<file path="src/rtl/scoreboard_pkg.sv">
// rtl/scoreboard_pkg.sv - shared types and constants for the instruction scoreboard
// Contents: exception_t, scoreboard_entry, wb_port_t, default sizing constants.
package scoreboard_pkg;

  localparam int NR_SB_ENTRIES = 8;
  localparam int NR_WB_PORTS   = 2;
  localparam int TRANS_ID_BITS = $clog2(NR_SB_ENTRIES);

  typedef struct packed {
    logic       valid;
    logic [7:0] cause;
  } exception_t;

  typedef struct packed {
    logic [31:0] pc;
    logic [7:0]  op;
    logic [4:0]  rs1;
    logic [4:0]  rs2;
    logic [4:0]  rd;
    logic [63:0] result;
    logic        valid;
    logic        in_flight;
    exception_t  ex;
  } scoreboard_entry;

  typedef struct packed {
    logic                     valid;
    logic [TRANS_ID_BITS-1:0] trans_id;
    logic [63:0]              data;
    exception_t               exception;
  } wb_port_t;

endpackage

</file>
<file path="src/rtl/scoreboard_operand_lookup.sv">
// rtl/scoreboard_operand_lookup.sv - combinational youngest-writer search for one source operand
// Module sb_operand_lookup. Macro SCOREBOARD_FWD_EN enables result forwarding.
// Ports: valid_i/in_flight_i/ex_valid_i/rd_i/result_i per-slot state, tail_i allocation
//        pointer, rs_i source register; busy_o, fwd_valid_o, data_o lookup answer.
module sb_operand_lookup import scoreboard_pkg::*; #(
  parameter  int NR_ENTRIES = NR_SB_ENTRIES,
  localparam int IDW        = $clog2(NR_ENTRIES)
) (
  input  logic [NR_ENTRIES-1:0]       valid_i,
  input  logic [NR_ENTRIES-1:0]       in_flight_i,
  input  logic [NR_ENTRIES-1:0]       ex_valid_i,
  input  logic [NR_ENTRIES-1:0][4:0]  rd_i,
  input  logic [NR_ENTRIES-1:0][63:0] result_i,
  input  logic [IDW-1:0]              tail_i,
  input  logic [4:0]                  rs_i,
  output logic                        busy_o,
  output logic                        fwd_valid_o,
  output logic [63:0]                 data_o
);

  logic           hit;
  logic [IDW-1:0] hit_idx;
  logic [IDW-1:0] idx;

  // Walk slots oldest-first starting at tail; later hits overwrite earlier
  // ones, so the final hit is the youngest writer.
  always_comb begin
    hit     = 1'b0;
    hit_idx = '0;
    idx     = '0;
    for (int k = 0; k < NR_ENTRIES; k++) begin
      idx = tail_i + IDW'(k);
      if (valid_i[idx] && (rd_i[idx] == rs_i) && (rs_i != 5'd0)) begin
        hit     = 1'b1;
        hit_idx = idx;
      end
    end
  end

`ifdef SCOREBOARD_FWD_EN
  assign busy_o      = hit & (in_flight_i[hit_idx] | ex_valid_i[hit_idx]);
  assign fwd_valid_o = hit & ~in_flight_i[hit_idx] & ~ex_valid_i[hit_idx];
  assign data_o      = fwd_valid_o ? result_i[hit_idx] : 64'd0;
`else
  // Without forwarding the consumer waits until the writer has retired.
  logic unused_fwd;
  assign unused_fwd  = ^{in_flight_i, ex_valid_i, result_i};
  assign busy_o      = hit;
  assign fwd_valid_o = 1'b0;
  assign data_o      = 64'd0;
`endif

endmodule

</file>
<file path="src/rtl/scoreboard.sv">
// rtl/scoreboard.sv - in-order issue/commit scoreboard with out-of-order writeback
// Macro SCOREBOARD_FWD_EN enables operand forwarding in the two lookups.
// Ports: clk_i/rst_i (async high), flush_i; issue_* allocate at tail; wb_* per-port results;
//        commit_* retire head in order; rs1/rs2 lookups report busy/forwarded operands.
module scoreboard import scoreboard_pkg::*; #(
  parameter  int NR_ENTRIES    = NR_SB_ENTRIES,
  parameter  int NR_WB_PORTS   = scoreboard_pkg::NR_WB_PORTS,
  localparam int TRANS_ID_BITS = $clog2(NR_ENTRIES),
  localparam int EX_W          = $bits(exception_t)
) (
  input  logic                                clk_i,
  input  logic                                rst_i,
  input  logic                                flush_i,
  input  scoreboard_entry                     issue_instr_i,
  input  logic                                issue_valid_i,
  output logic                                issue_ack_o,
  output logic [TRANS_ID_BITS-1:0]            issue_trans_id_o,
  output logic                                full_o,
  input  logic [NR_WB_PORTS-1:0]              wb_valid_i,
  input  logic [NR_WB_PORTS*TRANS_ID_BITS-1:0] wb_trans_id_i,
  input  logic [NR_WB_PORTS*64-1:0]           wb_data_i,
  input  logic [NR_WB_PORTS*EX_W-1:0]         wb_ex_i,
  output scoreboard_entry                     commit_instr_o,
  output logic                                commit_valid_o,
  input  logic                                commit_ack_i,
  input  logic [4:0]                          rs1_i,
  input  logic [4:0]                          rs2_i,
  output logic                                rs1_busy_o,
  output logic                                rs2_busy_o,
  output logic                                rs1_fwd_valid_o,
  output logic                                rs2_fwd_valid_o,
  output logic [63:0]                         rs1_o,
  output logic [63:0]                         rs2_o
);

  localparam logic [TRANS_ID_BITS-1:0] ID_ONE  = TRANS_ID_BITS'(1);
  localparam logic [TRANS_ID_BITS:0]   CNT_ONE = (TRANS_ID_BITS+1)'(1);
  localparam logic [TRANS_ID_BITS:0]   CNT_MAX = (TRANS_ID_BITS+1)'(NR_ENTRIES);

  scoreboard_entry            mem_q [NR_ENTRIES];
  scoreboard_entry            mem_d [NR_ENTRIES];
  logic [TRANS_ID_BITS-1:0]   head_q, head_d, tail_q, tail_d;
  logic [TRANS_ID_BITS:0]     count_q, count_d;
  logic                       commit_fire;
  logic [TRANS_ID_BITS-1:0]   wb_id;
  exception_t                 wb_ex;

  // Status flags are kept in the slot itself; these input bits are replaced.
  logic unused_issue;
  assign unused_issue = ^{issue_instr_i.valid, issue_instr_i.in_flight,
                          issue_instr_i.result, issue_instr_i.ex};

  assign full_o           = (count_q == CNT_MAX);
  assign issue_ack_o      = issue_valid_i & ~full_o & ~flush_i;
  assign issue_trans_id_o = tail_q;
  assign commit_instr_o   = mem_q[head_q];
  assign commit_valid_o   = mem_q[head_q].valid & ~mem_q[head_q].in_flight;
  assign commit_fire      = commit_ack_i & commit_valid_o & ~flush_i;

  always_comb begin
    mem_d   = mem_q;
    head_d  = head_q;
    tail_d  = tail_q;
    count_d = count_q;
    wb_id   = '0;
    wb_ex   = '0;
    if (flush_i) begin
      for (int i = 0; i < NR_ENTRIES; i++) mem_d[i].valid = 1'b0;
      head_d  = '0;
      tail_d  = '0;
      count_d = '0;
    end else begin
      // Highest port first so the lowest index lands last and wins a collision.
      for (int p = NR_WB_PORTS - 1; p >= 0; p--) begin
        wb_id = wb_trans_id_i[p*TRANS_ID_BITS +: TRANS_ID_BITS];
        wb_ex = exception_t'(wb_ex_i[p*EX_W +: EX_W]);
        if (wb_valid_i[p] && mem_q[wb_id].valid) begin
          mem_d[wb_id].result    = wb_data_i[p*64 +: 64];
          mem_d[wb_id].ex        = wb_ex;
          mem_d[wb_id].in_flight = 1'b0;
        end
      end
      if (commit_fire) begin
        mem_d[head_q].valid = 1'b0;
        head_d              = head_q + ID_ONE;
      end
      // Issue requires not-full, so the tail slot is free and never the head being retired.
      if (issue_ack_o) begin
        mem_d[tail_q]           = issue_instr_i;
        mem_d[tail_q].valid     = 1'b1;
        mem_d[tail_q].in_flight = 1'b1;
        mem_d[tail_q].result    = '0;
        mem_d[tail_q].ex        = '0;
        tail_d                  = tail_q + ID_ONE;
      end
      if (issue_ack_o && !commit_fire) count_d = count_q + CNT_ONE;
      else if (!issue_ack_o && commit_fire) count_d = count_q - CNT_ONE;
    end
  end

  always_ff @(posedge clk_i or posedge rst_i) begin
    if (rst_i) begin
      for (int i = 0; i < NR_ENTRIES; i++) mem_q[i] <= '0;
      head_q  <= '0;
      tail_q  <= '0;
      count_q <= '0;
    end else begin
      mem_q   <= mem_d;
      head_q  <= head_d;
      tail_q  <= tail_d;
      count_q <= count_d;
    end
  end

  logic [NR_ENTRIES-1:0]       ent_valid, ent_in_flight, ent_ex_valid;
  logic [NR_ENTRIES-1:0][4:0]  ent_rd;
  logic [NR_ENTRIES-1:0][63:0] ent_result;

  always_comb begin
    for (int i = 0; i < NR_ENTRIES; i++) begin
      ent_valid[i]     = mem_q[i].valid;
      ent_in_flight[i] = mem_q[i].in_flight;
      ent_ex_valid[i]  = mem_q[i].ex.valid;
      ent_rd[i]        = mem_q[i].rd;
      ent_result[i]    = mem_q[i].result;
    end
  end

  sb_operand_lookup #(.NR_ENTRIES(NR_ENTRIES)) u_rs1_lookup (
    .valid_i     (ent_valid),
    .in_flight_i (ent_in_flight),
    .ex_valid_i  (ent_ex_valid),
    .rd_i        (ent_rd),
    .result_i    (ent_result),
    .tail_i      (tail_q),
    .rs_i        (rs1_i),
    .busy_o      (rs1_busy_o),
    .fwd_valid_o (rs1_fwd_valid_o),
    .data_o      (rs1_o)
  );

  sb_operand_lookup #(.NR_ENTRIES(NR_ENTRIES)) u_rs2_lookup (
    .valid_i     (ent_valid),
    .in_flight_i (ent_in_flight),
    .ex_valid_i  (ent_ex_valid),
    .rd_i        (ent_rd),
    .result_i    (ent_result),
    .tail_i      (tail_q),
    .rs_i        (rs2_i),
    .busy_o      (rs2_busy_o),
    .fwd_valid_o (rs2_fwd_valid_o),
    .data_o      (rs2_o)
  );

endmodule

</file>
<file path="config.mk">
export PLATFORM = sky130hd
export DESIGN_NAME = scoreboard
export DESIGN_NICKNAME = d
export VERILOG_FILES = /design/src/rtl/scoreboard_pkg.sv /design/src/rtl/scoreboard_operand_lookup.sv /design/src/rtl/scoreboard.sv
export SDC_FILE = /design/constraint.sdc
export NUM_CORES = 2
export LEC_CHECK = 0
export ABC_CLOCK_PERIOD_IN_PS = 43800
export CAP_MARGIN = 25
export CORE_MARGIN = 2
export CORE_UTILIZATION = 34
export CTS_CLUSTER_SIZE = 28
export DETAILED_ROUTE_END_ITERATION = 7
export GPL_ROUTABILITY_DRIVEN = 0
export PLACE_DENSITY = 0.53
export SETUP_SLACK_MARGIN = 0.4
export SYNTH_ARGS = -nofsm -noshare
export SYNTH_HDL_FRONTEND = slang
export SYNTH_HIERARCHICAL = 1
export SYNTH_SLANG_ARGS = --single-unit
export TNS_END_PERCENT = 5
</file>
<file path="constraint.sdc">
create_clock -name clk_i -period 43.8 [get_ports clk_i]
set_input_delay 8.76 -clock clk_i [delete_from_list [all_inputs] [get_ports clk_i]]
set_output_delay 8.76 -clock clk_i [all_outputs]
set_load 0.02 [all_outputs]
</file>
After elaboration in Yosys (flattened, before gate mapping)

Index checks and enable logic that the tools add are counted.

Reductions and logical operators: 47
Order comparisons: 16
Eq/ne operators: 17
Mux-type cells: 115
$add $sub $neg: 10
Bitwise logic cells: 12

Operators by type and width:

| operator                                                 | number |
|---|---|
| bitwise mux 1040 bit                                     | 12 |
| 2-to-1 mux 1040 bit                                      | 7 |
| demux 130 bit (select 3 bit)                             | 12 |
| binary-select mux 130 bit (select 3 bit)                 | 3 |
| 2-to-1 mux 130 bit                                       | 3 |
| 2-to-1 mux 75 bit                                        | 3 |
| binary-select mux 5 bit (select 3 bit)                   | 8 |
| == test 5 bit                                            | 16 |
| 2-to-1 mux 11 bit                                        | 6 |
| logical AND 1 bit                                        | 40 |
| 2-to-1 mux 5 bit                                         | 8 |
| < comparator 3 x 4 -> 1 bit, second input constant       | 8 |
| 2-to-1 mux 1 bit                                         | 32 |
| 2-to-1 mux 10 bit                                        | 3 |
| 2-to-1 mux 9 bit                                         | 3 |
| binary-select mux 1 bit (select 3 bit)                   | 8 |
| greater-or-equal comparator 4 bit, second input constant | 4 |
| < comparator 4 x 1 -> 1 bit, second input constant       | 4 |
| NOT 3 -> 4 bit                                           | 4 |
| adder 3 bit, second input constant                       | 4 |
| 2-to-1 mux 3 bit                                         | 4 |
| 2-to-1 mux 4 bit                                         | 3 |
| nonzero test 5 bit                                       | 2 |
| adder 3 x 1 -> 3 bit, second input constant              | 2 |
| 9 further kinds                                          | 18 |

Logic and storage cells: 300
Bits of input ports: 299
Register bits: 1050

Depth between registers and ports, before layout

Depth in word-level cells: 25
Mapped depth: 16
Gate-level depth less buffers: 11

Cells and area by module

The synthesis kept the hierarchy.

By module, submodules not included:

| module            | area an instance (um^2) | instances | cells each | seq. area each (um^2) |
|---|---|---|---|---|
| scoreboard        | 56962.1                 | 1         | 5331       | 26275.2 |
| sb_operand_lookup | 3763.6                  | 2         | 397        | 0.0 |

Worst setup path after synthesis

OpenSTA, ideal clock, no wires.

Path kind: input to output
Start: in rs1_i[2]
End: out rs1_busy_o
Path buffers: 2
Cell stages on the path: 8
Slack: 24.532 ns
Data required time: 35.040 ns
Arrival: 10.508 ns
Cells stage by stage: buf_2 > buf_1 > xnor2_1 > o32ai_1 > o21ai_0 > a21oi_1 > a2111oi_2 > a22oi_1

Cells in the longest elaborated chain, start to end: 11

RTL lines:

| item                           | line                            | source |
|---|---|---|
| start: declaration             | scoreboard.sv:26                | `input logic [4:0] rs1_i,` |
| == test 5 bit                  | scoreboard_operand_lookup.sv:33 | `if (valid_i[idx] && (rd_i[idx] == rs_i) && (rs_i != 5'd0)) begin` |
| logical AND 1 bit (2 in a row) | scoreboard_operand_lookup.sv:33 |  |
| 2-to-1 mux 1 bit (7 in a row)  | scoreboard_operand_lookup.sv:33 |  |
| 2-to-1 mux 1 bit (*)           | scoreboard_operand_lookup.sv:33 |  |
| end: declaration               | scoreboard.sv:28                | `output logic rs1_busy_o,` |

Every way passes the cells marked *; elsewhere a longest branch is shown, timed or not.

Worst setup path in the final report

Start: in rs2_i[4]
End: out rs2_busy_o

Cells in the longest elaborated chain, start to end: 11

RTL lines:

| item                           | line                            | source |
|---|---|---|
| start: declaration             | scoreboard.sv:27                | `input logic [4:0] rs2_i,` |
| == test 5 bit                  | scoreboard_operand_lookup.sv:33 |  |
| logical AND 1 bit (2 in a row) | scoreboard_operand_lookup.sv:33 |  |
| 2-to-1 mux 1 bit (7 in a row)  | scoreboard_operand_lookup.sv:33 |  |
| 2-to-1 mux 1 bit (*)           | scoreboard_operand_lookup.sv:33 |  |
| end: declaration               | scoreboard.sv:29                | `output logic rs2_busy_o,` |

Marked as above.

==> run_results.csv <==
group,metric,value,unit
status,outcome,"finished, final reports clean",
routing,avgViaCountPerCell,6.19,
clocking,root_buffer,"clkbuf_16",
grt,gr-total-overflow,0,
timing,min_period,21.04,ns
timing,drv_slew,0,
synthesis,ys_warn_count,6,
floorplan,die_area,193000,µm²
routing,ant_nets,0,
synthesis,ys_types,89,
power_and_ir_drop,power_density,40.7,nW/µm²
hold_path,hp-start,"mem_q[756]",
critical_path,cp_data_arrival_time,12.28,ns
grt,grt_pass1_wl,370000,µm
clocking,numCtsBuffers,116,
timing,hold_violations,0,
floorplan,initial_utilization,34.3,%
synthesis,synth_area_per_cell,10.5,µm²
timing,rsz0062_at_grt,"false",
synthesis,synth_fa_ha_area_share,0.186,%
critical_path,worstPathRequired,35.04,ns
placed_design,port_buffers,361,
clocking,holdBufCountCts,0,
grt,grt_max_degree,166,
synthesis,yosys.area_share.xor_xnor,1.37,%
timing,setup_violations,0,
clocking,cts_max_level,3,
run,maxCapViolations,0,
routing,drtIter0Drc,5877,
synthesis,syn-cell-area,64500,µm²
clocking,cts.repair.resized,0,
clocking,clk_latency,0.77,ns
critical_path,reg2reg_from,"ent_valid[0]",
hold_path,min_path_type,"reg2reg",
timing,timing.hold.ws,0.475,ns
final_layout,area_delta_synth_final,13.3,%
timing,skew,0.0278,ns
final_layout,final_nets,6370,
critical_path,crit_path_end_kind,"output port",
hold_path,hold_depth,2,
grt,antenna_found_initial,78,
grt,first_global_vias,52900,
power_and_ir_drop,p_sw_share,30.3,%
routing,wirelength,254000,µm
final_layout,drive_above_1_share,20.9,%
clocking,clock_tree.buffer_depth,3,
timing,finalSetupTns,0,ns
routing,wl_per_cell,29.2,µm
power_and_ir_drop,total_power,2.97,mW
floorplan,io_pins,567,
floorplan,die_h,440,µm
synthesis,async_flop_share,100,%
floorplan,die_w,440,µm
synthesis,synth_edf_count,0,
clocking,cts_sinks,1050,
timing,period_share,48.0,%
grt,track_usage,25.6,%
synthesis,yosys.area_share.simple,10.1,%
critical_path,startpoint,"rs2_i[4]",
power_and_ir_drop,leakagePower,30.8,nW
placed_design,dp.final_hpwl,137000,µm
power_and_ir_drop,power.switching,0.900,mW
critical_path,reg2reg_depth,8,
synthesis,synth_compound_area_share,16.3,%
routing,route.detailed.drc,0,
clocking,clk_pin_slew,0.06,ns
critical_path,startpoint_type,"input pin",
power_and_ir_drop,p_int,2.07,mW
clocking,cts_tree,"yes",
floorplan,placementRows,159,
power_and_ir_drop,pwr-share-clk,35.1,%
synthesis,synth_mux_area_share,23.7,%
critical_path,r2r_slack,38.53,ns
synthesis,synthesis.instances,6125,
power_and_ir_drop,p_seq_share,41.5,%
synthesis,synth_ff_type,"dfrtp_1",
timing,fmax,47.5,MHz
critical_path,path_max_fanout,14,
synthesis,yosysSeqAreaShare,40.7,%
power_and_ir_drop,comb_power_share,23.5,%
critical_path,worstReg2RegEnd,"ent_result[180]",
floorplan,core-area,188000,µm²
timing,slew_headroom,10.9,%
hold_path,min_to,"mem_q[756]",
routing,firstDrtPassIters,7,
synthesis,synth-seq-cells,1050,
critical_path,path_class,"in2out",
timing,worst_slew_pin_slew,1.34,ns
power_and_ir_drop,peakVddDrop,36.3,µV
routing,vias,53900,
clocking,postCtsSetupRepairBufs,0,
synthesis,synth_top_family_by_area,"multiplexers",
registers in the layout, summed over array words and instances, names as in the netlist:
register          flops
ent_ex_valid          8
mem_q               464
count_q               4
ent_rd               40
head_q                3
ent_result          512
ent_in_flight         8
ent_valid             8
issue_trans_id_o      3
synthesized netlist by cell type (all sizes together), types with 77 or more instances:
master | count | area [µm²]
dfrtp | 1050 | 26300
nand2 | 653 | 2450
mux2 | 530 | 5970
o21ai | 507 | 2540
clkbuf | 415 | 1870
nand3 | 404 | 2020
buf | 370 | 2360
mux4 | 366 | 8250
o211ai | 199 | 1630
inv | 170 | 638
a21oi | 169 | 846
a31oi | 157 | 982
a21o | 155 | 1160
nor2 | 106 | 398
mux2i | 102 | 1030
and3 | 90 | 564
o22ai | 77 | 482
worst max-delay path, cell delays in order:
cell             delay (ns)
clkdlybuf4s50_1        0.73
inv_1                  0.60
o31ai_1                0.15
a311oi_1               0.35
a31oi_1                0.15
nor4_1                 0.44
a2111oi_2              0.13
a22oi_1                0.29
clkdlybuf4s50_1        0.66
routing by layer:
layer  vias up  track usage (%)  share of wire, %
met2      2885             41.4                48
met5         -                0             0.050
met4        22             14.0               5.3
met1     27800             33.0                39
li1      22500                -                 -
met3       661             3.87               7.8
layout make-up:
| type | instances | area, µm² |
|---|---|---|
| Clock inverter | 45 | 562 |
| Clock buffer | 170 | 3400 |
| Timing Repair Buffer | 481 | 4770 |
| Antenna cell | 51 | 128 |
| Fill cell | 18200 | 115000 |
| Multi-Input combinational cell | 4243 | 34200 |
| Sequential cell | 1050 | 26300 |
| Inverter | 170 | 648 |
| Tap cell | 2495 | 3120 |
stage by stage:
stage,setup slack [ns],area (µm²),cells,util (%)
6_report,22.76,73100,8705,38.8
5_1_grt,22.62,73100,8695,38.8
4_1_cts,22.85,72800,8646,38.7
3_5_place_dp,22.86,68800,8431,36.6
3_3_place_gp,22.83,68700,8426,36.5
2_1_floorplan,5.49,65000,6253,-
cells by family (layout without fill, tap and decap cells):
| logic type | count (synthesis) | after routing |
|---|---|---|
| AO/OA/AOI/OAI | 1597 | 1597 |
| XOR/XNOR | 93 | 93 |
| adder cells (fa/ha/maj) | 9 | 9 |
| buffers and inverters | 960 | 866 |
| flip-flops | 1050 | 1050 |
| multiplexers | 998 | 998 |
| other | 2 | 181 |
| AND/OR/NAND/NOR | 1416 | 1416 |
how the worst max path moves through the flow:
stage                      end  slack, ns
global route        rs2_busy_o      22.62
finish              rs2_busy_o      22.76
global placement    rs2_busy_o      22.83
CTS                 rs2_busy_o      22.85
detailed placement  rs2_busy_o      22.86
floorplan           count_q[0]       5.49
placed cells by master (no fill, tap or decap), drive strengths merged, types with 59 or more instances in the layout:
cell and instances:
xnor2 59, nor2 106, nand3 404, o21ai 507, mux2 530, conb 130, mux2i 102, dfrtp 1050
o221ai 75, a21oi 169, a211oi 68, nand2 653, o2bb2ai 75, a21o 155, inv 178, mux4 366
and3 90, clkdlybuf4s50 360, a31oi 157, buf 120, clkbuf 170, o22ai 77, o211ai 199
power groups by stage:
stage	Combinational, mW	Sequential [mW]	Clock [mW]
finish	0.698	1.23	1.04
global route	0.752	1.25	1.10
CTS	0.697	1.23	1.06
detailed placement	0.694	1.25	0
global placement	0.680	1.24	0
floorplan	0.521	1.20	0
No activity file was read; power rests on OpenSTA's default activity.
